==> config.mk <==
export PLATFORM = sky130hd
export DESIGN_NAME = pc_sequencer
export DESIGN_NICKNAME = d
export VERILOG_FILES = /design/src/rtl/mips_pkg.sv /design/src/rtl/pc_next_mux.sv /design/src/rtl/pc_sequencer.sv
export SDC_FILE = /design/constraint.sdc
export NUM_CORES = 1
export LEC_CHECK = 0
export ABC_CLOCK_PERIOD_IN_PS = 4650
export CAP_MARGIN = 20
export CORE_MARGIN = 2
export CORE_UTILIZATION = 42
export CTS_CLUSTER_DIAMETER = 200
export DETAILED_ROUTE_END_ITERATION = 7
export GPL_TIMING_DRIVEN = 0
export PLACE_DENSITY = 0.89
export SLEW_MARGIN = 20
export SYNTH_ARGS = -nofsm -noshare
export SYNTH_HDL_FRONTEND = slang
export SYNTH_HIERARCHICAL = 1
export SYNTH_SLANG_ARGS = --single-unit
==> constraint.sdc <==
create_clock -name clk -period 4.65 [get_ports clk]
set_clock_uncertainty 0.1 [all_clocks]
set_input_delay 0.465 -clock clk [delete_from_list [all_inputs] [get_ports clk]]
set_output_delay 0.465 -clock clk [all_outputs]
set_load 0.02 [all_outputs]
==> src/rtl/mips_pkg.sv <==
// Shared definitions for the mono-cycle MIPS datapath: PC sequencer states,
// next-PC select encoding and the default reset vector.
package mips_pkg;

    localparam int          PC_ADDR_W       = 32;
    localparam logic [31:0] PC_RESET_VECTOR = 32'h0000_1000;

    typedef enum logic [1:0] {
        BOOT  = 2'd0,
        RUN   = 2'd1,
        FAULT = 2'd2
    } pc_state_t;

    typedef enum logic [1:0] {
        SEL_SEQ = 2'd0,
        SEL_BR  = 2'd1,
        SEL_J   = 2'd2,
        SEL_JR  = 2'd3
    } pc_sel_t;

endpackage

==> src/rtl/pc_next_mux.sv <==
// Combinational next-PC priority select (jr > j > branch > sequential) with a
// flag raised when the chosen target is not word aligned.
module pc_next_mux
    import mips_pkg::*;
#(
    parameter int ADDR_W = PC_ADDR_W
) (
    input  logic [ADDR_W-1:0] pc_plus4_i,
    input  logic              branch_taken_i,
    input  logic [ADDR_W-1:0] branch_target_i,
    input  logic              jump_i,
    input  logic [25:0]       jump_index_i,
    input  logic              jump_reg_i,
    input  logic [ADDR_W-1:0] jr_target_i,
    output logic [ADDR_W-1:0] next_pc_o,
    output logic              misaligned_o
);

    pc_sel_t sel;

    always_comb begin
        sel = SEL_SEQ;
        if (jump_reg_i) begin
            sel = SEL_JR;
        end else if (jump_i) begin
            sel = SEL_J;
        end else if (branch_taken_i) begin
            sel = SEL_BR;
        end
    end

    // Jump region comes from the already-incremented PC, so a wrap at the top
    // of memory selects region 0.
    always_comb begin
        next_pc_o = pc_plus4_i;
        case (sel)
            SEL_SEQ: next_pc_o = pc_plus4_i;
            SEL_BR:  next_pc_o = branch_target_i;
            SEL_J:   next_pc_o = {pc_plus4_i[ADDR_W-1:ADDR_W-4], jump_index_i, 2'b00};
            SEL_JR:  next_pc_o = jr_target_i;
            default: next_pc_o = pc_plus4_i;
        endcase
    end

    assign misaligned_o = (next_pc_o[1:0] != 2'b00);

endmodule

==> src/rtl/pc_sequencer.sv <==
// Program-counter register and control FSM for the mono-cycle MIPS datapath;
// holds the fetch PC, applies stalls and freezes on misaligned redirects.
module pc_sequencer
    import mips_pkg::*;
#(
    parameter logic [31:0] RESET_VECTOR = PC_RESET_VECTOR,
    parameter int          ADDR_W       = PC_ADDR_W
) (
    input  logic              clk,
    input  logic              reset,
    input  logic              stall,
    input  logic              branch_taken,
    input  logic [ADDR_W-1:0] branch_target,
    input  logic              jump,
    input  logic [25:0]       jump_index,
    input  logic              jump_reg,
    input  logic [ADDR_W-1:0] jr_target,
    output logic [ADDR_W-1:0] pc,
    output logic [ADDR_W-1:0] pc_plus4,
    output logic              fetch_valid,
    output logic              fault,
    output logic [ADDR_W-1:0] fault_pc
);

    pc_state_t         state_q, state_d;
    logic [ADDR_W-1:0] pc_q, pc_d;
    logic              fault_q, fault_d;
    logic [ADDR_W-1:0] fault_pc_q, fault_pc_d;

    logic [ADDR_W-1:0] next_pc;
    logic              misaligned;

    assign pc_plus4 = pc_q + ADDR_W'(4);

    pc_next_mux #(
        .ADDR_W (ADDR_W)
    ) u_next_mux (
        .pc_plus4_i      (pc_plus4),
        .branch_taken_i  (branch_taken),
        .branch_target_i (branch_target),
        .jump_i          (jump),
        .jump_index_i    (jump_index),
        .jump_reg_i      (jump_reg),
        .jr_target_i     (jr_target),
        .next_pc_o       (next_pc),
        .misaligned_o    (misaligned)
    );

    always_ff @(posedge clk) begin
        if (reset) begin
            state_q    <= BOOT;
            pc_q       <= RESET_VECTOR[ADDR_W-1:0];
            fault_q    <= 1'b0;
            fault_pc_q <= '0;
        end else begin
            state_q    <= state_d;
            pc_q       <= pc_d;
            fault_q    <= fault_d;
            fault_pc_q <= fault_pc_d;
        end
    end

    // A misaligned target is never loaded; the PC of the offending
    // instruction is captured instead and the sequencer parks in FAULT.
    always_comb begin
        state_d    = state_q;
        pc_d       = pc_q;
        fault_d    = fault_q;
        fault_pc_d = fault_pc_q;
        case (state_q)
            BOOT: begin
                if (!stall) begin
                    state_d = RUN;
                end
            end
            RUN: begin
                if (!stall) begin
                    if (misaligned) begin
                        state_d    = FAULT;
                        fault_d    = 1'b1;
                        fault_pc_d = pc_q;
                    end else begin
                        pc_d = next_pc;
                    end
                end
            end
            FAULT: begin
                state_d = FAULT;
            end
            default: begin
                state_d = FAULT;
            end
        endcase
    end

    assign pc          = pc_q;
    assign fetch_valid = (state_q == RUN);
    assign fault       = fault_q;
    assign fault_pc    = fault_pc_q;

endmodule

==> results.py <==
metrics = {
    "hold_path": {
        "hold_class": "flop to flop",
    },
    "routing": {
        "routed_wl_mm": 13.7,
        "dr_total_vias": 4442,
        "wire_per_inst_um": 17.1,
        "drtIter0Drc": 195,
        "viasPerCell": 5.51,
        "dr.pass1.iters": 5,
        "drcViolationCount": 0,
        "postRouteAntennaNets": 0,
    },
    "global_route": {
        "grt_pass1_wl_mm": 20.7,
        "grt.total_usage": 0.292,
        "antenna_found_initial": 0,
        "grt_max_degree": 12,
        "grt-ovfl-total": 0,
        "grt_pass1_vias": 4331,
    },
    "final_layout": {
        "final_nets": 793,
        "finalNonFillerCells": 806,
        "final_layout_size_suffix_gt1_frac": 0.0485,
        "stdcell_area_um2": 5830,
        "final_common_cell": "clkdlybuf4s50_1",
        "area_delta_synth_final_pct": 63.1,
        "diodes": 0,
        "final_cell_mix": "clkdlybuf4s50_1 (193), nand2_1 (140), a21oi_1 (89), dfxtp_1 (67), o22ai_1 (50)",
        "nFillCells": 661,
    },
    "cts": {
        "clock_sinks": 67,
        "tritoncts": "built",
        "cts-resized-gates": 0,
        "htree_levels": 3,
        "cts_setup_buffers": 0,
        "ctsHoldBuffers": 0,
        "cts_buffer_depth": 2,
        "clkTransAtPathRegs_ns": 0.08,
        "clock-root-buffer": "clkbuf_8",
        "worstSkewPairLatency_ns": 0.34,
        "cts_made_buffers": 9,
    },
    "logic_synthesis": {
        "avgSynthCellArea_um2": 7.27,
        "synth_fa_ha_area_frac": 0.00350,
        "yosys.area_share.xor_xnor": 0.0686,
        "synth_warnings": 6,
        "yosysTopAreaCell": "dfxtp_1",
        "synth_cell_types": 37,
        "yosysTopAreaCellShare": 0.375,
        "synth-compound-area-share": 0.232,
        "synthMuxAreaShare": 0.0175,
        "synth_top_family_by_area": "simple AND/OR/NAND/NOR gates",
        "synthCells": 492,
        "synthesis.nets": 589,
        "synth-simple-area-share": 0.243,
        "syn_area_um2": 3570,
        "ys_seq_area_frac": 0.375,
        "ys_seq_elements": 67,
        "synth_top_cells_by_area": "dfxtp_1 (38%), nand2_1 (15%), a21oi_1 (12%), o22ai_1 (8.8%), xnor2_1 (5.4%)",
    },
    "floorplan": {
        "fp-row-count": 33,
        "initial_core_util": 0.435,
        "dieArea_um2": 9270,
        "fp.dieH_um": 96.3,
        "die_w_um": 96.3,
        "core_um2": 8220,
        "ios": 194,
    },
    "setup_path": {
        "crit_fanout": 7,
        "cp_slowest_stage_delay_ns": 0.65,
        "worstPathCellList": "ha_1 > nand3_1 > nor4_1 > nand4_1 > xnor2_1 > clkdlybuf4s50_1",
        "cpMaxStageDelayCell": "clkdlybuf4s50_1",
        "startpoint_type": "flop",
        "cp.required_ns": 4.09,
        "worstPathArrival_ns": 3.02,
        "criticalPathCategory": "flop to primary output",
        "end_kind": "primary output",
    },
    "timing": {
        "rsz0062_at_grt": "no",
        "maxSlewViolCount": 0,
        "timing.fmax_ghz": 0.279,
        "hold_ws_ns": 0.356,
        "final_hold_viol_count": 0,
        "tightest_slew_ns": 0.648,
        "slew_headroom": 0.568,
        "tns_ns": 0,
        "fin_crit_sh": 0.771,
        "setup_viol": 0,
        "fin_crit_ns": 3.59,
    },
    "pwr": {
        "internal-power_mw": 1.00,
        "swShare": 0.278,
        "powerDensity_nw_per_um2": 237,
        "vdd_drop_max_mv": 0.138,
        "p_seq_frac": 0.436,
        "finalPower_mw": 1.38,
        "power.leakage_nw": 1.99,
        "p_sw_mw": 0.385,
        "clockPowerShare": 0.350,
        "pwr-share-comb": 0.214,
    },
    "flow_run": {
        "max-cap-violations": 0,
    },
    "place": {
        "io_buffers": 193,
        "globalplace.congestion": 0.832,
        "dpl.cell_count": 790,
        "dp_hpwl_mm": 10.5,
        "placed_area_um2": 5640,
    },
    "outcome": {
        "status": "finished, final reports clean",
    },
}
==> layout make-up <==
| class | count | area, um^2 | share of cell area |
|---|---|---|---|
| buffer | 40 | 184 | 0.0315 |
| clock buffer | 11 | 141 | 0.0242 |
| clock inverter | 5 | 52.6 | 0.00901 |
| inverter | 8 | 30.0 | 0.00515 |
| multi-input combinational | 377 | 2020 | 0.346 |
| sequential | 67 | 1340 | 0.230 |
| tap | 105 | 131 | 0.0225 |
| timing repair buffer | 193 | 1930 | 0.331 |
==> worst max-delay path, delay by kind of cell, from the launching register on <==
| kind | cells | cell delay [ns] |
|---|---|---|
| adder cells (fa/ha/maj) | 1 | 0.27 |
| XOR/XNOR | 1 | 0.26 |
| flip-flops | 1 | 0.48 |
| buffers and inverters | 1 | 0.65 |
| AND/OR/NAND/NOR | 3 | 1.01 |
==> synthesized netlist by cell type (all sizes together) <==
cell and number:
xor2 6, mux2i 4, or3b 1, nand3 9
inv 6, buf 9, nor4 2, a22o 2
nand2b 2, a21oi 89, nor2 14, or3 2
ha 1, nand2 140, clkbuf 31, or4 1
or2 1, xnor2 22, mux2 2, nand4 13
o22ai 52, nand3b 1, dfxtp 67, a2111oi 1
clkinv 2, o21ai 4, and3 4, nor3 3
nor3b 1
==> sequential cells by signal (all words and copies together), names as in the netlist <==
signal / flops
state_q: 2
fault: 1
pc: 32
fault_pc: 32
==> final timing paths <==
path,start,end,slack [ns],depth (start not counted)
worst max-delay path,pc[2],pc_plus4[18],1.06,6
worst min-delay path,fault_pc[29],fault_pc[29],0.36,2
worst max register to register,pc[2],pc[18],1.99,9
worst min register to register,fault_pc[29],fault_pc[29],0.36,2
==> metal layers <==
layer  wire, um  vias up  global-route usage
li1           -     2117                   -
met1       5500     2072               0.349
met2       6820      223               0.512
met3       1140       30              0.0564
met4        287        0               0.114
met5          0        -                   0
==> metrics by stage <==
stage	util	setup slack [ns]
after detailed placement	0.686	1.39
after global routing	0.710	0.898
after global placement	0.686	1.42
final	0.710	1.06
after floorplan	-	2.15
after CTS	0.710	1.08
==> cell families after synthesis <==
family / Yosys count
AO/OA/AOI/OAI: 148
XOR/XNOR: 28
adder cells (fa/ha/maj): 1
buffers and inverters: 48
flip-flops: 67
multiplexers: 6
AND/OR/NAND/NOR: 194
==> power by group through the flow <==
stage | Combinational [mW] | Clock [mW] | Sequential, mW
floorplan | 0.120 | 0 | 0.627
global placement | 0.287 | 0 | 0.616
detailed placement | 0.292 | 0 | 0.617
CTS | 0.294 | 0.484 | 0.604
global route | 0.316 | 0.514 | 0.606
finish | 0.296 | 0.484 | 0.604
(Power assumes the default switching activity.)
